## config.mk

```make
export PLATFORM = sky130hd
export DESIGN_NAME = idu_queue
export DESIGN_NICKNAME = d
export VERILOG_FILES = /design/src/rtl/idu_queue.sv
export SDC_FILE = /design/constraint.sdc
export NUM_CORES = 1
export LEC_CHECK = 0
export ABC_AREA = 1
export ABC_CLOCK_PERIOD_IN_PS = 10200
export CAP_MARGIN = 15
export CORE_ASPECT_RATIO = 0.5
export CORE_MARGIN = 8
export CORE_UTILIZATION = 56
export CTS_CLUSTER_DIAMETER = 30
export DETAILED_ROUTE_END_ITERATION = 10
export PLACE_DENSITY_LB_ADDON = 0.2
export RECOVER_POWER = 25
export SYNTH_ARGS = -nofsm -noshare
export SYNTH_HDL_FRONTEND = slang
export SYNTH_SLANG_ARGS = --single-unit
```

## constraint.sdc

```tcl
create_clock -name clk -period 10.2 [get_ports clk]
set_input_delay 2.04 -clock clk [delete_from_list [all_inputs] [get_ports clk]]
set_output_delay 2.04 -clock clk [all_outputs]
set_load 0.02 [all_outputs]
```

## src/rtl/idu_queue.sv

```systemverilog
// idu_queue: RV32I/RV64I(+M) decode stage feeding a DEPTH-entry queue of
// decoded instructions, with valid/ready handshakes toward IFU and EXU.
//
// Ports:
//   clk, rst         clock, asynchronous active-high reset
//   flush            drop every queued entry and this cycle's input
//   ifu_vld/ifu_rdy  IFU handshake (ifu_rdy = count < DEPTH)
//   ifu_inst/ifu_pc  instruction word and its PC
//   idu_vld/exu_rdy  EXU handshake on the queue head
//   idu_pc/idu_inst  head PC and instruction word
//   rd/rs1/rs2       head register indices
//   imm              head sign-extended immediate
//   fmt              head one-hot {B,R,J,S,U,I}, 0 if illegal
//   ctl              {illegal,w_inst,mul,div,sys,jalr,jal,br,st,ld,wb,sign}
//   idu_count        queue occupancy
//
// Optional feature, enabled by defining IDU_QUEUE_PERF_EN:
//   perf_dec         32-bit count of pops
//   perf_stall       32-bit count of cycles with ifu_vld & ~ifu_rdy
// Both clear only on rst.

module idu_queue #(
  parameter int          XLEN     = 64,
  parameter int          DEPTH    = 4,
  parameter logic [63:0] RESET_PC = 64'h8000_0000
) (
  input  logic                   clk,
  input  logic                   rst,
  input  logic                   flush,
  input  logic                   ifu_vld,
  output logic                   ifu_rdy,
  input  logic [31:0]            ifu_inst,
  input  logic [XLEN-1:0]        ifu_pc,
  output logic                   idu_vld,
  input  logic                   exu_rdy,
  output logic [XLEN-1:0]        idu_pc,
  output logic [31:0]            idu_inst,
  output logic [4:0]             rd,
  output logic [4:0]             rs1,
  output logic [4:0]             rs2,
  output logic [XLEN-1:0]        imm,
  output logic [5:0]             fmt,
  output logic [11:0]            ctl,
  output logic [$clog2(DEPTH):0] idu_count
`ifdef IDU_QUEUE_PERF_EN
  ,
  output logic [31:0]            perf_dec,
  output logic [31:0]            perf_stall
`endif
);

  localparam int AW = $clog2(DEPTH);
  localparam int CW = AW + 1;

  typedef struct packed {
    logic [XLEN-1:0] pc;
    logic [31:0]     inst;
    logic [XLEN-1:0] imm;
    logic [5:0]      fmt;
    logic [11:0]     ctl;
  } ent_t;

  // ---------------- decode ----------------
  logic [6:0]      w_opc;
  logic [2:0]      w_f3;
  logic            w_ld, w_opi, w_aui, w_opiw, w_st, w_op;
  logic            w_lui, w_opw, w_br, w_jalr, w_jal, w_sys;
  logic            w_known, w_rv64, w_ill, w_nowb;
  logic            w_wb, w_mul, w_div;
  logic [5:0]      w_fmt;
  logic [31:0]     w_imm32;
  logic [XLEN-1:0] w_imm;
  logic [11:0]     w_ctl;
  ent_t            w_ent;

  assign w_opc = ifu_inst[6:0];
  assign w_f3  = ifu_inst[14:12];

  // Full 7-bit compares also reject inst[1:0] != 2'b11.
  assign w_ld   = (w_opc == 7'h03);
  assign w_opi  = (w_opc == 7'h13);
  assign w_aui  = (w_opc == 7'h17);
  assign w_opiw = (w_opc == 7'h1B);
  assign w_st   = (w_opc == 7'h23);
  assign w_op   = (w_opc == 7'h33);
  assign w_lui  = (w_opc == 7'h37);
  assign w_opw  = (w_opc == 7'h3B);
  assign w_br   = (w_opc == 7'h63);
  assign w_jalr = (w_opc == 7'h67);
  assign w_jal  = (w_opc == 7'h6F);
  assign w_sys  = (w_opc == 7'h73);

  assign w_known = w_ld | w_opi | w_aui | w_opiw | w_st | w_op |
                   w_lui | w_opw | w_br | w_jalr | w_jal | w_sys;

  // Encodings that only exist on RV64 (word ops, LD/LWU, SD).
  assign w_rv64 = w_opiw | w_opw |
                  (w_ld & ((w_f3 == 3'b011) | (w_f3 == 3'b110))) |
                  (w_st & (w_f3 == 3'b011));

  assign w_ill = ~w_known | ((XLEN == 32) & w_rv64);

  assign w_fmt = w_ill ? 6'b0 : {
    w_br,
    w_op | w_opw,
    w_jal,
    w_st,
    w_lui | w_aui,
    w_ld | w_opi | w_opiw | w_jalr | w_sys
  };

  always_comb begin
    w_imm32 = '0;
    unique case (1'b1)
      w_fmt[0]: w_imm32 = {{20{ifu_inst[31]}}, ifu_inst[31:20]};
      w_fmt[1]: w_imm32 = {ifu_inst[31:12], 12'b0};
      w_fmt[2]: w_imm32 = {{20{ifu_inst[31]}}, ifu_inst[31:25],
                           ifu_inst[11:7]};
      w_fmt[3]: w_imm32 = {{11{ifu_inst[31]}}, ifu_inst[31],
                           ifu_inst[19:12], ifu_inst[20],
                           ifu_inst[30:21], 1'b0};
      w_fmt[5]: w_imm32 = {{19{ifu_inst[31]}}, ifu_inst[31],
                           ifu_inst[7], ifu_inst[30:25],
                           ifu_inst[11:8], 1'b0};
      default:  w_imm32 = '0;
    endcase
  end

  assign w_imm = XLEN'($signed(w_imm32));

  // ecall, ebreak and mret write no register.
  assign w_nowb = w_sys & ((ifu_inst == 32'h0000_0073) |
                           (ifu_inst == 32'h0010_0073) |
                           (ifu_inst == 32'h3020_0073));

  assign w_wb  = w_fmt[4] | w_fmt[3] | w_fmt[1] |
                 (w_fmt[0] & ~w_nowb);
  assign w_mul = w_fmt[4] & ifu_inst[25] & ~ifu_inst[14];
  assign w_div = w_fmt[4] & ifu_inst[25] &  ifu_inst[14];

  // sign: the immediate is negative.
  assign w_ctl = {
    w_ill,
    ~w_ill & (w_opiw | w_opw),
    w_mul,
    w_div,
    ~w_ill & w_sys,
    ~w_ill & w_jalr,
    ~w_ill & w_jal,
    ~w_ill & w_br,
    ~w_ill & w_st,
    ~w_ill & w_ld,
    w_wb,
    w_imm[XLEN-1]
  };

  assign w_ent = '{pc: ifu_pc, inst: ifu_inst, imm: w_imm,
                   fmt: w_fmt, ctl: w_ctl};

  // ---------------- queue ----------------
  ent_t            r_q [DEPTH];
  logic [AW-1:0]   r_wr, r_rd;
  logic [CW-1:0]   r_cnt;
  logic [XLEN-1:0] r_hold;
  ent_t            w_head;
  logic            w_push, w_pop;

  assign w_head  = r_q[r_rd];
  assign idu_vld = (r_cnt != '0);
  // Ready comes from the registered count only: a full queue never
  // accepts, even when EXU pops in the same cycle.
  assign ifu_rdy = (r_cnt != CW'(DEPTH));
  assign w_push  = ifu_vld & ifu_rdy & ~flush;
  assign w_pop   = idu_vld & exu_rdy & ~flush;

  always_ff @(posedge clk or posedge rst) begin
    if (rst) begin
      r_wr   <= '0;
      r_rd   <= '0;
      r_cnt  <= '0;
      r_hold <= RESET_PC[XLEN-1:0];
    end else begin
      // Remember the head PC so idu_pc holds it once the queue drains.
      if (idu_vld) r_hold <= w_head.pc;
      if (flush) begin
        r_wr  <= '0;
        r_rd  <= '0;
        r_cnt <= '0;
      end else begin
        if (w_push) r_wr <= r_wr + 1'b1;
        if (w_pop)  r_rd <= r_rd + 1'b1;
        unique case ({w_push, w_pop})
          2'b10:   r_cnt <= r_cnt + 1'b1;
          2'b01:   r_cnt <= r_cnt - 1'b1;
          default: r_cnt <= r_cnt;
        endcase
      end
    end
  end

  always_ff @(posedge clk) begin
    if (w_push) r_q[r_wr] <= w_ent;
  end

  assign idu_pc    = idu_vld ? w_head.pc   : r_hold;
  assign idu_inst  = idu_vld ? w_head.inst : '0;
  assign imm       = idu_vld ? w_head.imm  : '0;
  assign fmt       = idu_vld ? w_head.fmt  : '0;
  assign ctl       = idu_vld ? w_head.ctl  : '0;
  assign rd        = idu_inst[11:7];
  assign rs1       = idu_inst[19:15];
  assign rs2       = idu_inst[24:20];
  assign idu_count = r_cnt;

`ifdef IDU_QUEUE_PERF_EN
  always_ff @(posedge clk or posedge rst) begin
    if (rst) begin
      perf_dec   <= '0;
      perf_stall <= '0;
    end else begin
      if (w_pop) perf_dec <= perf_dec + 32'd1;
      if (ifu_vld & ~ifu_rdy) perf_stall <= perf_stall + 32'd1;
    end
  end
`endif

endmodule

```

==> run_results.csv, run 1 <==
group,metric,value,unit
outcome,status,"finished clean",
power_and_ir_drop,vdd_drop_max,0.209,mV
synthesis,synth_area,25600,µm²
sta,skew,0.0166,ns
route,antenna_left,0,
synthesis,synth_edf_count,568,
worst_setup_path,r2r-start,"idu_count[0]",
clocking,htreeDepth,3,
synthesis,netlist.area_leader.share,0.666,
synthesis,synth_area_leaders,"edfxtp_1 67%, nor2_1 9.9%, dfrtp_1 6.8%",
floorplanning,die_w,318,µm
floorplanning,rows,55,
worst_setup_path,crit_path_max_incr_delay,0.82,ns
worst_setup_path,worst_ep_arrival_time,4.25,ns
clocking,cts.clk_slew.worst_paths,0.07,ns
clocking,cts_hold_buf,0,
worst_setup_path,r2r_slack,6.67,ns
clocking,cts_tree,"built",
placed_design,dp_hpwl,33.9,mm
synthesis,synthCells,2152,
synthesis,synth_common_cells,"674 x nor2_1, 568 x edfxtp_1, 290 x o21ai_0, 123 x nand2_1, 82 x a21oi_1",
grt,antenna_found_initial,9,
synthesis,ys_types,29,
route,drc_errors,0,
clocking,cts_root_buf,"clkbuf_16",
sta,hold_violations,0,
floorplanning,dieHeight,167,µm
clocking,numCtsBuffers,76,
clocking,worstSkewPairLatency,0.58,ns
sta,slew_headroom,0.257,
route,vias,16900,
synthesis,synth-seq-area-share,0.736,
worst_setup_path,cp_cell_sequence,"inv_6, buf_4, o21ai_0, a21oi_2, buf_4, clkdlybuf4s50_1",
synthesis,synth.most_common_cell,"nor2_1",
worst_setup_path,cp.required,8.16,ns
clocking,cts-resized-gates,0,
placed_design,port_buffers,298,
floorplanning,start_util,0.567,
grt,grt_first_pass_wirelength,94.2,mm
route,vias_per_cell,5.55,
synthesis,syn_nets,2258,
worst_setup_path,crit_buf_inv,4,
clocking,clockBufferDepth,3,
sta,rsz0062_at_grt,"false",
finish,nNetsFinal,2479,
sta,min_period,6.29,ns
worst_setup_path,critPathLaunchType,"flop",
worst_setup_path,cp_common_cell,"buf_4",
worst_setup_path,path_delay_family,"buffers and inverters",
clocking,cts_sinks,639,
route,drt-pass1-iter-count,7,
sta,tns,0,ns
worst_setup_path,path_max_fanout,107,
job,max-cap-violations,0,
worst_setup_path,crit_path_end_kind,"output pin",
route,routedWlPerCell,20.2,µm
floorplanning,core_area,45100,µm²
floorplanning,io_pins,299,
worst_setup_path,worstSetupPathType,"reg -> out",
route,drt_iter0_drc,1653,
sta,setup_viol,0,
finish,area_growth,22.2,%
placed_design,gp_congestion,0.789,
sta,worst_slew_pin_slew,1.11,ns
grt,track_usage,0.223,
worst_setup_path,startpoint,"r_rd[0]",
hold_path,min_path_type,"reg -> reg",
hold_path,worstHoldStart,"r_hold[31]",
synthesis,synth_top_area_cell,"edfxtp_1",
grt,grt_pass1_vias,16700,
grt,overflow,0,
sta,period_share,0.617,
clocking,cts_setup_buffers,0,
power_and_ir_drop,leakage,11.1,nW
synthesis,synth_top_flop_cell,"edfxtp_1",
power_and_ir_drop,power_density,286,nW/µm²
synthesis,yosysWarningCount,0,
synthesis,postSynth.asyncResetShare,0.111,
power_and_ir_drop,p_total,8.96,mW
sta,slew_violations,0,
sta,timing.fmax,0.159,GHz
floorplanning,die-area,53200,µm²
finish,drive_above_1_share,0.0718,
synthesis,avgSynthCellArea,11.9,µm²
worst_setup_path,cp_slowest_cell,"buf_4",
route,routed_wl,61.5,mm
synthesis,yosys_register_bits,639,
grt,grt_max_degree,116,
power by group:
| group | internal, mW | switching [mW] | leakage (nW) |
|---|---|---|---|
| Clock | 1.70 | 1.13 | 1.30 |
| Combinational | 1.13 | 1.82 | 3.84 |
| Sequential | 3.08 | 0.0969 | 5.95 |
| Total | 5.91 | 3.05 | 11.1 |
path summary, 6_finish.rpt:
check                                   end  depth (start not counted)
worst min register to register   r_hold[31]                          2
worst min-delay path             r_hold[31]                          2
max in group asynchronous           r_rd[1]                          3
worst max register to register  r_q[1][131]                          7
worst max-delay path                imm[47]                          6
min in group asynchronous        r_hold[40]                          2
worst min-delay path, stage by stage (launching register included):
cell     delay, ns
dfstp_2       0.36
nor2_1        0.09
a31oi_1       0.06
sequential cells by signal, indices dropped and copies added (netlist names):
register,cells
r_q,568
r_hold,64
idu_count,3
r_rd,2
r_wr,2
layout make-up:
cell class                 count  area, µm²
multi-input combinational   1295       5690
sequential                   639      18800
clock buffer                  83       1970
tap                          598        748
timing repair buffer         318       3150
inverter                      43        169
antenna                        7       17.5
clock inverter                58        706
fill                        3164      13900
metrics by stage:
step | hold slack [ns] | cells | util | cell area (µm²) | worst slack, ns
after floorplan | 0.566 | 2152 | - | 25600 | 1.32
after global placement | 0.511 | 2893 | 0.633 | 28600 | 4.39
after detailed placement | 0.509 | 2893 | 0.633 | 28600 | 4.41
after CTS | 0.520 | 3034 | 0.693 | 31300 | 3.76
after global routing | 0.562 | 3041 | 0.693 | 31300 | 3.59
final | 0.513 | 3041 | 0.693 | 31300 | 3.91
routing by layer:
metal	share of wire	vias to the layer above	wire (µm)	GRT usage
met3	0.066	123	4090	0.0373
met4	0.029	2	1760	0.0836
li1	-	7938	-	-
met2	0.51	617	31200	0.386
met5	0.00021	-	13	0
met1	0.40	8191	24500	0.284
cells in the final DEF (no fill, tap or decap), types with 10 or more instances in the layout:
| cell type | count |
|---|---|
| o21ai_0 | 290 |
| edfxtp_1 | 568 |
| nor2_1 | 670 |
| bufinv_16 | 10 |
| dlygate4sd3_1 | 89 |
| a31oi_1 | 63 |
| clkdlybuf4s50_1 | 209 |
| clkbuf_16 | 78 |
| clkinv_2 | 10 |
| inv_1 | 35 |
| buf_4 | 19 |
| nand3_1 | 32 |
| a21oi_1 | 81 |
| inv_6 | 13 |
| nand2_1 | 122 |
| dfrtp_1 | 68 |
logic make-up after synthesis:
group           share of synthesized area
buf+inv                            0.0437
simple gates                        0.127
compound gates                     0.0901
xor+xnor                         0.000342
flops                               0.736
fa+ha+maj                         0.00274
No activity file was read; power rests on OpenSTA's default activity.
==> run 2: changes to the inputs <==
Settings changed: ABC_CLOCK_PERIOD_IN_PS 10200 to 5300, CORE_UTILIZATION 56 to 51.
Clock period 10.2 ns to 5.3 ns, I/O delays scaled along.
==> run 2 against run 1 <==
Non-clock buffer count increased by 11. Worst setup slack got worse by 3.1 ns. Critical path depth increased by 1. Register-to-register slack got worse by 3.9 ns. Highest routed layer is now met4.
==> run_results.csv, run 2 (synthesis gave the netlist of run 1 again) <==
group,metric,value,unit
clocking,numCtsBuffers,81,
clocking,cts.clk_slew.worst_paths,0.06,ns
finish,fin_cells,3122,
floorplanning,rows,58,
finish,nNetsFinal,2495,
worst_setup_path,critPathLaunchType,"flop",
power_and_ir_drop,power_frac_clock,0.318,
floorplanning,start_util,0.513,
placed_design,dp_hpwl,35.5,mm
grt,grt_max_degree,176,
sta,rsz0062_at_grt,"false",
power_and_ir_drop,p_int,11.5,mW
grt,grt_pass1_vias,16700,
sta,skew,0.0255,ns
finish,final_core_util,0.634,
clocking,cts_root_buf,"clkbuf_16",
sta,worst_slew_pin_slew,1.00,ns
route,vias,16800,
worst_setup_path,cp_slowest_cell,"dfrtp_4",
hold_path,min_path_type,"reg -> reg",
clocking,cts_hold_buf,0,
route,routedWlPerCell,20.0,µm
floorplanning,io_pins,299,
clocking,worstSkewPairLatency,0.61,ns
sta,period_share,0.846,
finish,area_growth,23.6,%
clocking,cts_setup_buffers,0,
job,max-cap-violations,0,
sta,whs,0.501,ns
route,drt-pass1-iter-count,5,
power_and_ir_drop,p_sw_frac,0.341,
worst_setup_path,cp.required,4.24,ns
clocking,cts_tree,"built",
finish,drive_above_1_share,0.0797,
placed_design,port_buffers,298,
clocking,cts-resized-gates,0,
finish,largest_reg_flops,568,
power_and_ir_drop,power_density,549,nW/µm²
power_and_ir_drop,leakage,11.2,nW
route,drt_iter0_drc,1498,
grt,antenna_found_initial,6,
clocking,htreeDepth,3,
worst_setup_path,path_delay_family,"buffers and inverters",
power_and_ir_drop,pwr-share-seq,0.348,
sta,min_period,4.49,ns
worst_setup_path,crit_buf_inv,4,
sta,timing.fmax,0.223,GHz
finish,nFillCells,3740,
sta,hold_violations,0,
worst_setup_path,path_max_fanout,53,
route,routed_wl,62.3,mm
finish,regMostFlops,"r_q",
route,antenna_left,0,
sta,slew_headroom,0.330,
sta,slew_violations,0,
placed_design,gp_congestion,0.803,
worst_setup_path,crit_path_max_incr_delay,0.75,ns
floorplanning,die-area,58100,µm²
outcome,status,"finished clean",
sta,setup_viol,0,
power_and_ir_drop,power.switching,5.93,mW
grt,track_usage,0.210,
grt,grt_first_pass_wirelength,96.2,mm
floorplanning,core_area,49900,µm²
clocking,clockBufferDepth,3,
route,drc_errors,0,
finish,final_cell_mix,"670 x nor2_1, 568 x edfxtp_1, 290 x o21ai_0",
placed_design,dp_cells,2966,
floorplanning,die_w,333,µm
power_and_ir_drop,vdd_drop_max,0.363,mV
finish,multi_input_area,5690,µm²
floorplanning,dieHeight,174,µm
clocking,cts_sinks,639,
worst_setup_path,crit_path_end_kind,"output pin",
finish,layout_commonest_cell,"nor2_1",
grt,overflow,0,
worst_setup_path,worstSetupPathType,"reg -> out",
worst_setup_path,worst_ep_arrival_time,3.43,ns
power_and_ir_drop,pwr-share-comb,0.334,
worst_setup_path,cp_cell_sequence,"inv_4, buf_12, nor2_1, o21ai_0, a21oi_2, buf_4, clkdlybuf4s50_1",
route,vias_per_cell,5.39,
sta,tns,0,ns
finish,seq_area,18800,µm²
run 2: cell types whose count changed in the layout (fill, tap and decap cells not counted), sizes merged:
cell	previous run	this run
buf	20	31
clkbuf	83	90
inv	62	68
bufinv	10	7
diode	7	4
clkinvlp	6	8
clkdlybuf4s50	209	208
clkinv	23	22
dlygate4sd3	89	90
run 2: layout make-up:
cell class	count	area share
diodes	4	0.000316
multi-input cells	1295	0.180
repair buffers	329	0.106
well taps	660	0.0261
clock inverters	62	0.0216
inverters	43	0.00534
flip-flops and latches	639	0.595
clock buffers	90	0.0661
run 2: power groups by stage:
stage | Clock (mW) | Combinational, mW | Sequential [mW]
after floorplan | 0 | 3.41 | 6.14
after detailed placement | 0 | 5.90 | 6.16
final | 5.53 | 5.81 | 6.06
after global placement | 0 | 5.85 | 6.15
after CTS | 5.61 | 5.93 | 6.06
after global routing | 5.81 | 6.23 | 6.09
run 2: metal layers:
metal | vias to the layer above | wire length (µm) | part of all wire | track usage
met3 | 102 | 3110 | 0.050 | 0.0368
met5 | - | 0 | 0 | 0
met2 | 518 | 32000 | 0.51 | 0.368
met1 | 8222 | 25700 | 0.41 | 0.266
li1 | 7977 | - | - | -
met4 | 0 | 1540 | 0.025 | 0.0640
run 2: final timing paths:
| path | slack, ns | cells past startpoint | from | end |
|---|---|---|---|---|
| max | 0.81 | 7 | r_rd[1] | imm[58] |
| min | 0.50 | 2 | r_hold[56] | r_hold[56] |
| min reg2reg | 0.50 | 2 | r_hold[56] | r_hold[56] |
| min in group asynchronous | 1.09 | 2 | rst | r_hold[51] |
| max in group asynchronous | 3.16 | 3 | rst | r_rd[1] |
| max reg2reg | 2.73 | 10 | idu_count[0] | idu_count[2] |
run 2: stage by stage:
| step | power (mW) | cell area, µm² | setup slack (ns) |
|---|---|---|---|
| finish | 17.4 | 31700 | 0.815 |
| global placement | 12.0 | 28900 | 1.44 |
| global route | 18.1 | 31700 | 0.560 |
| detailed placement | 12.1 | 28900 | 1.41 |
| floorplan | 9.55 | 25600 | -0.243 |
| CTS | 17.6 | 31600 | 0.758 |
run 2: worst reg2reg max path, cell delays in order, from the launching register on:
cell,delay [ns]
dfrtp_1,0.43
nor2_1,0.28
nand2_4,0.44
nand2_1,0.30
nor2_1,0.11
fa_1,0.39
xor2_1,0.21
nand3b_1,0.13
nand2_1,0.05
nand2_1,0.06
nand2_1,0.05
==> run 3: changes to the inputs <==
Settings changed: ABC_CLOCK_PERIOD_IN_PS 5300 to 4300, CORE_UTILIZATION 51 to 56.
Clock period 5.3 ns to 4.3 ns, I/O delays scaled along.
==> run 3 against run 2 <==
First-iteration DRC count grew 10%. Routed wire length shrank 1.1%. Total power grew 21%. Worst setup slack lost 0.51 ns. Final area shrank 0.35%. Via count grew 0.70%. Worst hold slack gained 0.0090 ns. Largest cell class unchanged. Largest power group unchanged.
==> run_results.csv, run 3 (synthesis gave the netlist of run 1 again) <==
group,metric,value,unit
outcome,status,"finished clean",
clocking,cts_tree,"built",
sta,slew_violations,0,
clocking,htreeDepth,3,
finish,seq_area,18800,µm²
grt,grt_pass1_vias,16900,
grt,grt_max_degree,142,
sta,slew_headroom,0.355,
power_and_ir_drop,p_total,21.1,mW
finish,drive_above_1_share,0.0780,
finish,nNetsFinal,2499,
floorplanning,start_util,0.567,
grt,antenna_found_initial,7,
clocking,numCtsBuffers,74,
placed_design,port_buffers,298,
clocking,clockBufferDepth,3,
placed_design,gp_congestion,0.800,
route,drt_iter0_drc,1648,
sta,worst_slew_pin_slew,0.959,ns
finish,nFillCells,3008,
job,max-cap-violations,0,
placed_design,pre_cts_ws,0.923,ns
power_and_ir_drop,power_density,668,nW/µm²
grt,track_usage,0.225,
route,routed_wl,61.6,mm
worst_setup_path,worstSetupPathType,"reg -> out",
sta,hold_violations,0,
worst_setup_path,r2r_slack,1.78,ns
finish,largest_reg_flops,568,
route,vias,16900,
finish,final_cell_mix,"670 x nor2_1, 568 x edfxtp_1, 290 x o21ai_0",
route,drc_errors,0,
sta,skew,0.0213,ns
worst_setup_path,critPathLaunchType,"flop",
sta,min_period,3.99,ns
worst_setup_path,cp.required,3.44,ns
floorplanning,rows,55,
worst_setup_path,path_max_fanout,47,
floorplanning,dieHeight,167,µm
route,antenna_left,0,
finish,multi_input_area,5690,µm²
route,vias_per_cell,5.54,
sta,setup_viol,0,
worst_setup_path,worst_ep_arrival_time,3.13,ns
sta,period_share,0.928,
power_and_ir_drop,leakage,11.2,nW
clocking,cts_sinks,639,
sta,whs,0.510,ns
grt,overflow,0,
hold_path,min_path_type,"reg -> reg",
finish,layout_commonest_cell,"nor2_1",
route,routedWlPerCell,20.2,µm
floorplanning,core_area,45100,µm²
grt,grt_first_pass_wirelength,94.9,mm
clocking,cts.clk_slew.worst_paths,0.06,ns
clocking,cts_setup_buffers,0,
clocking,cts_root_buf,"clkbuf_16",
finish,regMostFlops,"r_q",
sta,tns,0,ns
route,drt-pass1-iter-count,5,
floorplanning,die-area,53200,µm²
sta,rsz0062_at_grt,"false",
clocking,cts_hold_buf,0,
clocking,cts-resized-gates,0,
finish,area_growth,23.2,%
sta,timing.fmax,0.250,GHz
floorplanning,io_pins,299,
sta,setup_ws,0.308,ns
floorplanning,die_w,318,µm
placed_design,dp_hpwl,35.5,mm
worst_setup_path,crit_path_end_kind,"output pin",
clocking,worstSkewPairLatency,0.58,ns
power_and_ir_drop,vdd_drop_max,0.524,mV
-- run 3: cell count changes in the layout (fill, tap and decap cells not counted), sizes merged --
cell / change
clkinv: -7
clkbuf: -2
inv: -9
bufinv: -1
buf: +11
diode: +3
-- run 3: through the flow --
step / cell area, µm² / utilization / cells
after floorplan: 25600 / - / 2152
after global placement: 29000 / 0.642 / 2915
after detailed placement: 29000 / 0.642 / 2915
after CTS: 31500 / 0.698 / 3048
after global routing: 31500 / 0.699 / 3054
final: 31500 / 0.699 / 3055
-- run 3: final cells by class --
class | instances | share of cell area
inverter | 43 | 0.00536
clock inverter | 45 | 0.0159
multi-input combinational | 1295 | 0.180
timing repair buffer | 340 | 0.112
clock buffer | 88 | 0.0643
sequential | 639 | 0.597
tap | 598 | 0.0237
antenna | 7 | 0.000555
-- run 3: final timing paths --
path	startpoint	end	cells after the start
worst max-delay path	r_rd[1]	imm[49]	7
max in group asynchronous	rst	r_hold[42]	3
min in group asynchronous	rst	r_hold[56]	2
worst min register to register	r_hold[31]	r_hold[31]	2
worst max register to register	idu_count[0]	r_q[1][107]	7
worst min-delay path	r_hold[31]	r_hold[31]	2
-- run 3: layer usage --
layer / track usage / share of wire / vias up
met4: 0.0824 / 0.029 / 0
li1: - / - / 7970
met3: 0.0469 / 0.064 / 113
met2: 0.390 / 0.51 / 611
met5: 0 / 0 / -
met1: 0.279 / 0.40 / 8243
-- run 3: report_power, final --
part / switching, mW / internal (mW)
sequential: 0.153 / 7.31
combinational: 4.43 / 2.84
clock: 2.54 / 3.80
-- run 3: critical path, stage by stage, from the launching register on --
cell and delay, ns:
dfrtp_4 0.61, inv_4 0.31, buf_4 0.27, nor2_1 0.10
o21ai_0 0.12, a21oi_2 0.15, buf_4 0.29, clkdlybuf4s50_1 0.67
